$ cat src/rtl/fc_score_writer_if.sv
// fc_score_writer_if: score stream in, picture-memory write port and status out.
interface fc_score_writer_if #(
  parameter int ADDR_BIT = 10,
  parameter int ACC_BIT  = 32,
  parameter int DATA_BIT = 16
);
  logic                start;
  logic                in_valid;
  logic                in_ready;
  logic [ACC_BIT-1:0]  in_data;
  logic                mem_we;
  logic [ADDR_BIT-1:0] mem_addr;
  logic [DATA_BIT-1:0] mem_wdata;
  logic                busy;
  logic                sat_flag;
  logic                done;
  modport slave (
    input  start, in_valid, in_data,
    output in_ready, mem_we, mem_addr, mem_wdata, busy, sat_flag, done
  );
  modport master (
    output start, in_valid, in_data,
    input  in_ready, mem_we, mem_addr, mem_wdata, busy, sat_flag, done
  );
endinterface

$ cat src/rtl/fc_score_writer.sv
// fc_score_writer: rescales/saturates NUM_CLASS scores into picture memory at BASE_ADDR.. and pulses done.
module fc_score_writer #(
  parameter int ADDR_BIT  = 10,
  parameter int ACC_BIT   = 32,
  parameter int DATA_BIT  = 16,
  parameter int SHIFT     = 8,
  parameter int BASE_ADDR = 16,
  parameter int NUM_CLASS = 10
) (
  input logic               clk,
  input logic               rst_n,
  fc_score_writer_if.slave  bus
);
  typedef enum logic [1:0] {IDLE, RECV, FLUSH, DONE} state_e;
  localparam logic signed [ACC_BIT-1:0] SMAX = ACC_BIT'((64'sd1 <<< (DATA_BIT-1)) - 64'sd1);
  localparam logic signed [ACC_BIT-1:0] SMIN = ~SMAX;
  state_e state_q, state_d;
  logic [ADDR_BIT-1:0] cnt_q, cnt_d, addr_q, addr_d;
  logic [DATA_BIT-1:0] wdata_q, wdata_d;
  logic we_q, we_d, sat_q, sat_d;
  logic signed [ACC_BIT-1:0] s;
  logic hi, lo, last;
  assign s    = $signed(bus.in_data) >>> SHIFT;
  assign hi   = s > SMAX;
  assign lo   = s < SMIN;
  assign last = cnt_q == ADDR_BIT'(NUM_CLASS - 1);
  always_comb begin
    state_d = state_q;
    cnt_d   = cnt_q;
    sat_d   = sat_q;
    we_d    = 1'b0;
    addr_d  = addr_q;
    wdata_d = wdata_q;
    case (state_q)
      IDLE: if (bus.start) begin
        state_d = RECV;
        cnt_d   = '0;
        sat_d   = 1'b0;
      end
      RECV: if (bus.in_valid) begin
        we_d    = 1'b1;
        addr_d  = ADDR_BIT'(BASE_ADDR) + cnt_q;
        wdata_d = hi ? DATA_BIT'(SMAX) : lo ? DATA_BIT'(SMIN) : s[DATA_BIT-1:0];
        sat_d   = sat_q | hi | lo;
        cnt_d   = cnt_q + ADDR_BIT'(1);
        state_d = last ? FLUSH : RECV;
      end
      FLUSH:   state_d = DONE;
      default: state_d = IDLE;
    endcase
  end
  always_ff @(posedge clk or negedge rst_n)
    if (!rst_n) begin
      state_q <= IDLE;
      cnt_q   <= '0;
      addr_q  <= '0;
      wdata_q <= '0;
      we_q    <= 1'b0;
      sat_q   <= 1'b0;
    end else begin
      state_q <= state_d;
      cnt_q   <= cnt_d;
      addr_q  <= addr_d;
      wdata_q <= wdata_d;
      we_q    <= we_d;
      sat_q   <= sat_d;
    end
  assign bus.in_ready  = state_q == RECV;
  assign bus.busy      = state_q != IDLE;
  assign bus.done      = state_q == DONE;
  assign bus.mem_we    = we_q;
  assign bus.mem_addr  = addr_q;
  assign bus.mem_wdata = wdata_q;
  assign bus.sat_flag  = sat_q;
endmodule

$ cat src/flat_wrapper.sv
// flat-port wrapper written by rule: the top's interface ports become plain ports
module fc_score_writer_flat 
#(
  parameter int ADDR_BIT  = 10,
  parameter int ACC_BIT   = 32,
  parameter int DATA_BIT  = 16,
  parameter int SHIFT     = 8,
  parameter int BASE_ADDR = 16,
  parameter int NUM_CLASS = 10
)
  (clk, rst_n, bus_start, bus_in_valid, bus_in_data, bus_in_ready, bus_mem_we, bus_mem_addr, bus_mem_wdata, bus_busy, bus_sat_flag, bus_done);
  fc_score_writer_if #(.ADDR_BIT(ADDR_BIT), .ACC_BIT(ACC_BIT), .DATA_BIT(DATA_BIT)) bus_i ();
  input logic clk;
  input logic rst_n;
  input wire logic [$bits(bus_i.start)-1:0] bus_start;
  input wire logic [$bits(bus_i.in_valid)-1:0] bus_in_valid;
  input wire logic [$bits(bus_i.in_data)-1:0] bus_in_data;
  output wire logic [$bits(bus_i.in_ready)-1:0] bus_in_ready;
  output wire logic [$bits(bus_i.mem_we)-1:0] bus_mem_we;
  output wire logic [$bits(bus_i.mem_addr)-1:0] bus_mem_addr;
  output wire logic [$bits(bus_i.mem_wdata)-1:0] bus_mem_wdata;
  output wire logic [$bits(bus_i.busy)-1:0] bus_busy;
  output wire logic [$bits(bus_i.sat_flag)-1:0] bus_sat_flag;
  output wire logic [$bits(bus_i.done)-1:0] bus_done;
  assign bus_i.start = bus_start;
  assign bus_i.in_valid = bus_in_valid;
  assign bus_i.in_data = bus_in_data;
  assign bus_in_ready = bus_i.in_ready;
  assign bus_mem_we = bus_i.mem_we;
  assign bus_mem_addr = bus_i.mem_addr;
  assign bus_mem_wdata = bus_i.mem_wdata;
  assign bus_busy = bus_i.busy;
  assign bus_sat_flag = bus_i.sat_flag;
  assign bus_done = bus_i.done;
  fc_score_writer #(.ADDR_BIT(ADDR_BIT), .ACC_BIT(ACC_BIT), .DATA_BIT(DATA_BIT), .SHIFT(SHIFT), .BASE_ADDR(BASE_ADDR), .NUM_CLASS(NUM_CLASS)) u_core (.clk(clk), .rst_n(rst_n), .bus(bus_i));
endmodule
$ cat config.mk
export PLATFORM = sky130hd
export DESIGN_NAME = fc_score_writer_flat
export DESIGN_NICKNAME = d
export VERILOG_FILES = /design/src/rtl/fc_score_writer_if.sv /design/src/rtl/fc_score_writer.sv /design/src/flat_wrapper.sv
export SDC_FILE = /design/constraint.sdc
export NUM_CORES = 1
export LEC_CHECK = 0
export CAP_MARGIN = 20
export CORE_AREA = 3 3 71 73
export CTS_BUF_LIST = sky130_fd_sc_hd__clkbuf_4 sky130_fd_sc_hd__clkbuf_8
export CTS_CLUSTER_SIZE = 24
export DETAILED_ROUTE_END_ITERATION = 8
export DIE_AREA = 0 0 74 76
export DONT_BUFFER_PORTS = 1
export PLACE_DENSITY = 0.51
export SYNTH_ARGS = -nofsm -noshare
export SYNTH_HDL_FRONTEND = slang
export SYNTH_SLANG_ARGS = --single-unit
$ cat constraint.sdc
create_clock -name clk -period 2.4 [get_ports clk]
set_input_delay 0.24 -clock clk [delete_from_list [all_inputs] [get_ports clk]]
set_output_delay 0.24 -clock clk [all_outputs]
set_load 0.05 [all_outputs]
==> results of run 1 <==
-- metrics by stage --
stage / hold slack (ns) / instance area, um^2 / worst slack (ns) / power, uW / cells
final: 0.0556 / 1970 / 0.961 / 2660 / 249
after global routing: 0.0665 / 1970 / 0.842 / 2830 / 249
after CTS: 0.0489 / 1970 / 0.947 / 2690 / 248
after detailed placement: -0.0547 / 1840 / 0.801 / 2190 / 238
after global placement: -0.0546 / 1840 / 0.832 / 2170 / 238
after floorplan: -0.0556 / 1790 / 0.822 / 2050 / 191
-- power by group --
group,total [uW],leakage (uW),internal (uW),switching (uW)
logic,513,0.000321,177,335
registers,1670,0.000504,879,789
clock network,476,0.0000479,245,231
total,2660,0.000873,1300,1360
-- metal layers --
layer,up-vias,share of wire (%),track usage (%)
met5,-,0,0
met4,0,1.7,5.43
met3,7,7.8,4.88
met2,35,51,25.2
met1,596,40,16.3
li1,637,-,-
-- state kept, by name, summed over array words and instances (netlist names) --
| signal | cells |
|---|---|
| u_core.bus.mem_wdata | 16 |
| u_core.bus.mem_addr | 10 |
| u_core.cnt_q | 10 |
| u_core.state_q | 2 |
| u_core.bus.mem_we | 1 |
| u_core.bus.sat_flag | 1 |
-- timing repair --
action,4_1_cts,5_1_grt
hold endpoints to repair,40,0
gates resized for setup,0,0
hold buffers,2,0
-- final cells by class --
| cell class | instances | area (um^2) | area share (%) |
|---|---|---|---|
| clock buffer | 7 | 90.1 | 4.57 |
| inverter | 9 | 36.3 | 1.84 |
| multi-input combinational | 135 | 721 | 36.5 |
| sequential | 40 | 1000 | 50.7 |
| timing repair buffer | 5 | 52.6 | 2.66 |
| clock inverter | 1 | 7.51 | 0.380 |
| tap | 52 | 65.1 | 3.30 |
-- final timing paths --
kind	startpoint	slack, ns	end	depth (start not counted)
max	u_core.state_q[0]	0.96	bus_done	1
max reg2reg	u_core.cnt_q[6]	1.02	u_core.state_q[0]	4
min	bus_in_data[31]	0.06	u_core.bus.mem_wdata[15]	2
min reg2reg	u_core.state_q[0]	0.57	u_core.state_q[0]	1
max in group asynchronous	rst_n	1.78	u_core.cnt_q[2]	2
min in group asynchronous	rst_n	0.42	u_core.bus.mem_wdata[5]	2
-- cells by family (layout without fill, tap and decap cells) --
kind of cell | after synthesis | count (layout) | share of synthesized area [%]
simple gates | 88 | 88 | 22.6
flops | 40 | 40 | 55.8
compound gates | 32 | 32 | 9.35
buf+inv | 16 | 22 | 4.04
xor+xnor | 10 | 10 | 4.88
fa+ha+maj | 4 | 4 | 2.79
mux | 1 | 1 | 0.558
-- layout by cell type (no fill, tap or decap), types with 2 or more instances in the layout --
cell	count
inv_1	8
nand4_1	4
clkbuf_8	6
dfrtp_1	40
o21ai_1	10
nand3_1	4
nor4_1	3
nor2_1	26
buf_4	3
and2_1	2
xnor2_1	6
nand2_1	37
a21oi_1	6
xor2_1	4
o21ai_0	13
nor3_1	4
ha_1	4
==> run summary, run 1 <==
CP Cell Sequence - and2_1
final wirelength - 3760 um
Max Cap Viol - 0
count leader, synth - dfrtp_1
dominant cells by area after synthesis - dfrtp_1, nand2_1, nor2_1
Layout Utilization - 44.7%
Hold Path Class - input port to flop
YS warnings - 0
Max IR drop VDD - 0.357 mV
CP endpoint kind - primary output
min cycle time layout - 1.44 ns
Filler Cell Count - 423
Final Hold Fails - 0
CTS Buffer Depth - 2
Bufs and invs on worst path - 0
number of distinct library cells after synthesis - 31
die area - 5620 um^2
Post-Synthesis Net Count - 231
clk_lat worst skew - 0.29 ns
initial antenna violation count - 0
Core Rows - 24
Slew @ Worst Pin - 0.495 ns
vias per inst - 5.12
Setup Buffers After CTS - 0
area share of the largest cell type after synthesis - 55.8%
f_max - 0.695 GHz
clock sinks - 40
share of post-route cells with drive strength above 1 - 9.14%
First DRT Iteration DRCs - 117
clock skew - 0.00649 ns
Final ANT Viol Nets - 0
Clock Tree Root - clkbuf_8
first-pass GRT wire length - 6350 um
PwrDens - 1350 nW/um^2
I/O pins - 67
hpwl dp - 2690 um
area leader, netlist - dfrtp_1
Final setup viols - 0
H-tree depth - 2
asr flop ratio synth - 100%
most common library cells after synthesis - dfrtp_1, nand2_1, nor2_1
Synth Cell Area - 1790 um^2
vias in the first global route - 1,340
core area - 4410 um^2
Final GP Congestion - 0.854
Tcrit/Tclk final - 59.9%
Slew headroom - 67.0%
Tot GR Track Use - 14.6%
Seq cells post-synth - 40
Crit path required time - 2.16 ns
critical path fanouts, max - 6
Startpoint Class - flop
critical path arrival - 1.20 ns
Leak Pwr - 0.000873 uW
outcome - complete, no violations
antenna diode count - 0
CTS Buf Count - 5
Syn-to-layout area delta - 9.97%
RSZ-0062 raised after global routing - no
Post-synth EDFFs - 0
Die X-Extent - 74 um
Max stage delay on crit path - 0.47 ns
setup TNS - 0 ns
DRT Pass-1 Iters - 4
ys flop type - dfrtp_1
pin count of the biggest net entering global routing - 41
clock slew at reported path FFs - 0.08 ns
Post-Synthesis Cells - 191
post-synthesis sequential area ratio - 55.8%
Slew Limit Fails - 0
Die Y - 76 um
vias post-DR - 1,275
GRT overflow - 0
nets@finish - 236
Initial Utilization - 40.6%
DR WL/cell - 15.1 um
CP delay by family, top - simple AND/OR/NAND/NOR gates
Syn Area/Cell - 9.39 um^2
crit path max-delay cell type - and2_1
TritonCTS clock tree - done
crit path kind - flop to primary output
Post-route DRC - 0
PortBufs - 0
Note: power is estimated with default switching activity, not from simulation.
==> run 2, diff against run 1 <==
--- a/config.mk
+++ b/config.mk
@@ -5,14 +5,15 @@
 export SDC_FILE = /design/constraint.sdc
 export NUM_CORES = 1
 export LEC_CHECK = 0
+export ABC_AREA = 1
 export CAP_MARGIN = 20
-export CORE_AREA = 3 3 71 73
+export CORE_AREA = 3 3 75 77
 export CTS_BUF_LIST = sky130_fd_sc_hd__clkbuf_4 sky130_fd_sc_hd__clkbuf_8
 export CTS_CLUSTER_SIZE = 24
 export DETAILED_ROUTE_END_ITERATION = 8
-export DIE_AREA = 0 0 74 76
+export DIE_AREA = 0 0 78 80
 export DONT_BUFFER_PORTS = 1
-export PLACE_DENSITY = 0.51
+export PLACE_DENSITY = 0.52
 export SYNTH_ARGS = -nofsm -noshare
 export SYNTH_HDL_FRONTEND = slang
 export SYNTH_SLANG_ARGS = --single-unit
==> constraint.sdc (replaced) <==
create_clock -name clk -period 1.2 [get_ports clk]
set_input_delay 0.12 -clock clk [delete_from_list [all_inputs] [get_ports clk]]
set_output_delay 0.12 -clock clk [all_outputs]
set_load 0.05 [all_outputs]
==> run 2 against run 1 <==
The run now ends with hold timing, setup timing left. Critical endpoint is now bus_in_ready. Die area up 11%. Design area up 44%. Wire length up 29%.
==> run summary, run 2 <==
CTS Buf Count - 5
dominant cells by area after synthesis - dfrtp_1, nand2_1, inv_1
Die X-Extent - 78 um
first-pass GRT wire length - 8160 um
most frequent cells in the layout - nand2_1, buf_4, dfrtp_1
nets@finish - 363
worst r2r dst - u_core.bus.mem_addr[0]
min cycle time layout - 1.28 ns
count leader, synth - nand2_1
share of post-route cells with drive strength above 1 - 32.7%
Seq cells post-synth - 40
Post-synth EDFFs - 0
Finished Layout Cells - 394
GRT overflow - 0
Crit path required time - 1.08 ns
Initial Utilization - 39.5%
commonest non-fill, non-tap cell in the layout - nand2_1
placed cells - 377
First DRT Iteration DRCs - 95
hpwl dp - 3290 um
placed cell area - 2490 um^2
PwrDens - 2130 nW/um^2
failing checks - hold timing, setup timing
H-tree depth - 2
worst r2r src - u_core.state_q[0]
Final ANT Viol Nets - 0
RSZ-0062 raised after global routing - yes
clock slew at reported path FFs - 0.07 ns
TritonCTS clock tree - done
Post-Synthesis Cells - 258
crit path kind - flop to primary output
Final GP Congestion - 0.824
Syn-to-layout area delta - 41.8%
post-synthesis sequential area ratio - 49.9%
DRT Pass-1 Iters - 4
area leader, netlist - dfrtp_1
Tot GR Track Use - 16.7%
Clock Tree Root - clkbuf_8
critical path arrival - 1.16 ns
Post-Synthesis Net Count - 298
most common library cells after synthesis - nand2_1, dfrtp_1, inv_1
final non-filler cell area - 2840 um^2
clock sinks - 40
vias in the first global route - 1,808
final total power - 6040 uW
Post-route DRC - 0
WHS Path Cells - 2
max reg flops - 16
PortBufs - 0
YS warnings - 0
ys flop type - dfrtp_1
clock skew - 0.0124 ns
Place WS - -0.0674 ns
Die Y - 80 um
vias post-DR - 1,798
Hold Path Class - input port to flop
f_max - 0.781 GHz
DR WL/cell - 12.3 um
Tcrit/Tclk final - 107%
die area - 6240 um^2
Slew @ Worst Pin - 0.437 ns
Syn Area/Cell - 7.77 um^2
I/O pins - 67
CTS Buffer Depth - 2
Core Rows - 26
Synth Cell Area - 2000 um^2
core area - 5070 um^2
Layout Utilization - 56.0%
critical path fanouts, max - 6
Final setup viols - 32
clk_lat worst skew - 0.30 ns
asr flop ratio synth - 100%
CP endpoint kind - primary output
initial antenna violation count - 0
Final Hold Fails - 1
vias per inst - 4.56
Hold Path Origin - bus_start
Slew Limit Fails - 0
Max Cap Viol - 0
Startpoint Class - flop
Min Hold Slack - -0.00117 ns
Endpoint, Worst Hold - u_core.state_q[0]
area share of the largest cell type after synthesis - 49.9%
Slew headroom - 70.9%
outcome - finished with violations
final worst slack - -0.0810 ns
Max IR drop VDD - 0.915 mV
pin count of the biggest net entering global routing - 41
number of distinct library cells after synthesis - 24
Leak Pwr - 0.00151 uW
R2R Setup Slk - -0.07 ns
final wirelength - 4860 um
R2R cell count - 5
antenna diode count - 0
==> run 2: timing repair <==
action / in CTS / in global routing
endpoints found under the setup margin: 19 / 43
pin swaps: 10 / 11
hold endpoints to repair: 41 / 0
gates resized for setup: 23 / 26
setup buffers: 2 / 2
hold buffers: 3 / 0
gates cloned: 1 / 2
==> run 2: stage by stage <==
step	setup TNS (ns)	hold slack [ns]
after floorplan	-2.66	-0.176
after global placement	-0.282	-0.175
after detailed placement	-0.409	-0.175
after CTS	-1.19	0.00276
after global routing	-3.61	0.0000279
final	-0.981	-0.00117
==> run 2: metal layers <==
layer / routed length (um) / part of all wire (%) / global-route usage, %
met1: 2230 / 46 / 19.8
met2: 2310 / 47 / 28.9
met3: 236 / 4.9 / 4.63
met4: 82 / 1.7 / 6.29
met5: 0 / 0 / 0
==> run 2: logic make-up (layout without fill, tap and decap cells) <==
logic type                 after synthesis  in the layout  share of synthesized area, %
adders and majority gates                4              4                          2.50
DFF                                     40             40                          49.9
and+or+nand+nor                        149            151                          31.5
AOI/OAI and AO/OA                       22             22                          6.56
xor gates and xnor gates                 2              2                         0.874
buffers and inverters                   41            105                          8.68
==> run 2: power by group <==
| group | internal (uW) | switching, uW | leakage [uW] | total, uW |
|---|---|---|---|---|
| clock network | 640 | 479 | 0.0000586 | 1120 |
| registers | 1730 | 327 | 0.000495 | 2050 |
| logic | 1070 | 1800 | 0.000953 | 2870 |
==> run 2: cell type report <==
| type | count | area [um^2] |
|---|---|---|
| multi-input cells | 179 | 967 |
| well taps | 70 | 87.6 |
| inverters | 35 | 138 |
| flip-flops and latches | 40 | 1000 |
| clock buffers | 6 | 76.3 |
| repair buffers | 62 | 534 |
| fillers | 521 | 2230 |
| clock inverters | 2 | 35.0 |
==> run 2: worst max path at each step <==
stage | start | to | slack (ns) | depth (start not counted)
global placement | u_core.state_q[0] | u_core.bus.mem_addr[8] | -0.06 | 7
global route | u_core.state_q[0] | u_core.cnt_q[7] | -0.15 | 8
finish | u_core.state_q[0] | bus_in_ready | -0.08 | 3
CTS | u_core.state_q[0] | u_core.cnt_q[7] | -0.08 | 8
floorplan | u_core.state_q[0] | u_core.bus.mem_wdata[10] | -0.11 | 7
detailed placement | u_core.state_q[0] | u_core.cnt_q[4] | -0.07 | 7
==> run 2: worst max-delay path, cell delays in order, from the launching register on <==
cell and delay, ns:
dfrtp_2 0.43, inv_4 0.06, nor2_8 0.18, buf_8 0.20
==> run 3, diff against run 2 <==
--- a/config.mk
+++ b/config.mk
@@ -7,13 +7,13 @@
 export LEC_CHECK = 0
 export ABC_AREA = 1
 export CAP_MARGIN = 20
-export CORE_AREA = 3 3 75 77
+export CORE_AREA = 3 3 102 75
 export CTS_BUF_LIST = sky130_fd_sc_hd__clkbuf_4 sky130_fd_sc_hd__clkbuf_8
 export CTS_CLUSTER_SIZE = 24
 export DETAILED_ROUTE_END_ITERATION = 8
-export DIE_AREA = 0 0 78 80
+export DIE_AREA = 0 0 105 78
 export DONT_BUFFER_PORTS = 1
-export PLACE_DENSITY = 0.52
+export PLACE_DENSITY = 0.41
 export SYNTH_ARGS = -nofsm -noshare
 export SYNTH_HDL_FRONTEND = slang
 export SYNTH_SLANG_ARGS = --single-unit
==> run 3 against run 2 <==
The run ends with setup timing left. Clock power hardly changed. Sequential share of layout area is 1.2 points lower. Fmax is 0.31% lower. Utilization is 12 points lower. Non-clock buffer count is 8 higher. Register-to-register slack hardly changed. Design area is 4.0% higher. Highest routed layer unchanged.
==> run summary, run 3 (synthesis results as in run 2) <==
Tot GR Track Use - 13.5%
critical path arrival - 1.16 ns
I/O pins - 67
final wirelength - 5290 um
Crit path required time - 1.08 ns
register area - 1010 um^2
R2R cell count - 7
vias post-DR - 1,810
Min Hold Slack - 0.00548 ns
WHS Path Cells - 2
Die Y - 78 um
final total power - 6250 uW
clk_lat worst skew - 0.29 ns
Hold Path Origin - bus_start
Final GP Congestion - 0.772
hpwl dp - 3690 um
core area - 6690 um^2
initial antenna violation count - 0
Max Cap Viol - 0
Max IR drop VDD - 0.751 mV
H-tree depth - 2
Die X-Extent - 105 um
PwrDens - 2110 nW/um^2
area of the multi-input gates - 977 um^2
Hold Path Class - input port to flop
Startpoint Class - flop
antenna diode count - 0
PortBufs - 0
First DRT Iteration DRCs - 81
Slew Limit Fails - 0
CTS Buf Count - 5
outcome - finished with violations
placed cell area - 2570 um^2
CP endpoint kind - primary output
Final ANT Viol Nets - 0
critical path fanouts, max - 4
pin count of the biggest net entering global routing - 41
vias in the first global route - 1,719
clock slew at reported path FFs - 0.08 ns
Post-route DRC - 0
DR WL/cell - 12.5 um
CTS Buffer Depth - 2
crit path from - u_core.state_q[1]
Clock Tree Root - clkbuf_8
Syn-to-layout area delta - 47.4%
min cycle time layout - 1.28 ns
Final Hold Fails - 0
Slew @ Worst Pin - 0.439 ns
final non-filler cell area - 2960 um^2
setup TNS - -1.13 ns
Tcrit/Tclk final - 107%
most frequent cells in the layout - nand2_1, buf_4, dfrtp_1
DRT Pass-1 Iters - 4
worst r2r dst - u_core.cnt_q[7]
Initial Utilization - 29.9%
clock skew - 0.00408 ns
Slew headroom - 70.8%
commonest non-fill, non-tap cell in the layout - nand2_1
GRT overflow - 0
share of post-route cells with drive strength above 1 - 36.3%
RSZ-0062 raised after global routing - yes
worst r2r src - u_core.state_q[1]
clock sinks - 40
nets@finish - 370
final worst slack - -0.0850 ns
f_max - 0.778 GHz
Filler Cell Count - 701
first-pass GRT wire length - 8680 um
Endpoint, Worst Hold - u_core.state_q[0]
die area - 8190 um^2
crit path kind - flop to primary output
R2R Setup Slk - -0.08 ns
TritonCTS clock tree - done
failing checks - setup timing
Leak Pwr - 0.00154 uW
Core Rows - 25
max reg flops - 16
Final setup viols - 30
vias per inst - 4.26
## run 3: worst max path at each step
| stage | endpoint | slack (ns) | cells past startpoint |
|---|---|---|---|
| after floorplan | u_core.bus.mem_wdata[10] | -0.11 | 7 |
| after global placement | u_core.cnt_q[7] | -0.08 | 6 |
| after detailed placement | u_core.cnt_q[7] | -0.11 | 6 |
| after CTS | bus_busy | -0.09 | 4 |
| after global routing | u_core.bus.mem_addr[8] | -0.16 | 6 |
| final | bus_busy | -0.08 | 4 |
## run 3: final cells by class
| class | instances | area share [%] |
|---|---|---|
| Inverter | 35 | 4.66 |
| Multi-Input combinational cell | 178 | 33.1 |
| Timing Repair Buffer | 70 | 20.4 |
| Tap cell | 94 | 3.98 |
| Sequential cell | 40 | 34.1 |
| Clock buffer | 6 | 2.58 |
| Clock inverter | 2 | 1.19 |
## run 3: worst max-delay path: stages (launching register included)
cell and delay (ns):
dfrtp_2 0.48, nor2_4 0.12, buf_4 0.11, inv_2 0.03, buf_6 0.14
## run 3: repair_timing
| action | CTS | global route |
|---|---|---|
| gates cloned | 2 | 0 |
| endpoints found under the setup margin | 18 | 43 |
| resized for setup | 31 | 22 |
| hold buffers | 4 | 0 |
| pin swaps | 12 | 8 |
| buffers inserted | 3 | 1 |
| hold endpoints to repair | 42 | 0 |
## run 3: where the power goes
part           internal [uW]  total, uW  switching (uW)  leakage, uW
logic                   1190       3070            1880     0.000988
clock network            640       1110             468    0.0000586
registers               1740       2070             334     0.000491
## run 3: routing by layer
metal	wire length (um)	global-route usage, %	share of wire [%]	up-vias
met5	0	0	0	-
met4	51	3.93	0.96	0
met3	217	3.08	4.1	5
met2	2310	18.5	44	42
met1	2720	20.7	51	822
li1	-	-	-	941
## run 3: per-stage QoR
step	setup WS (ns)	instances	util [%]
CTS	-0.0921	424	43.2
floorplan	-0.112	258	-
finish	-0.0850	425	44.1
global placement	-0.0764	407	38.5
global route	-0.162	425	44.1
detailed placement	-0.111	407	38.5
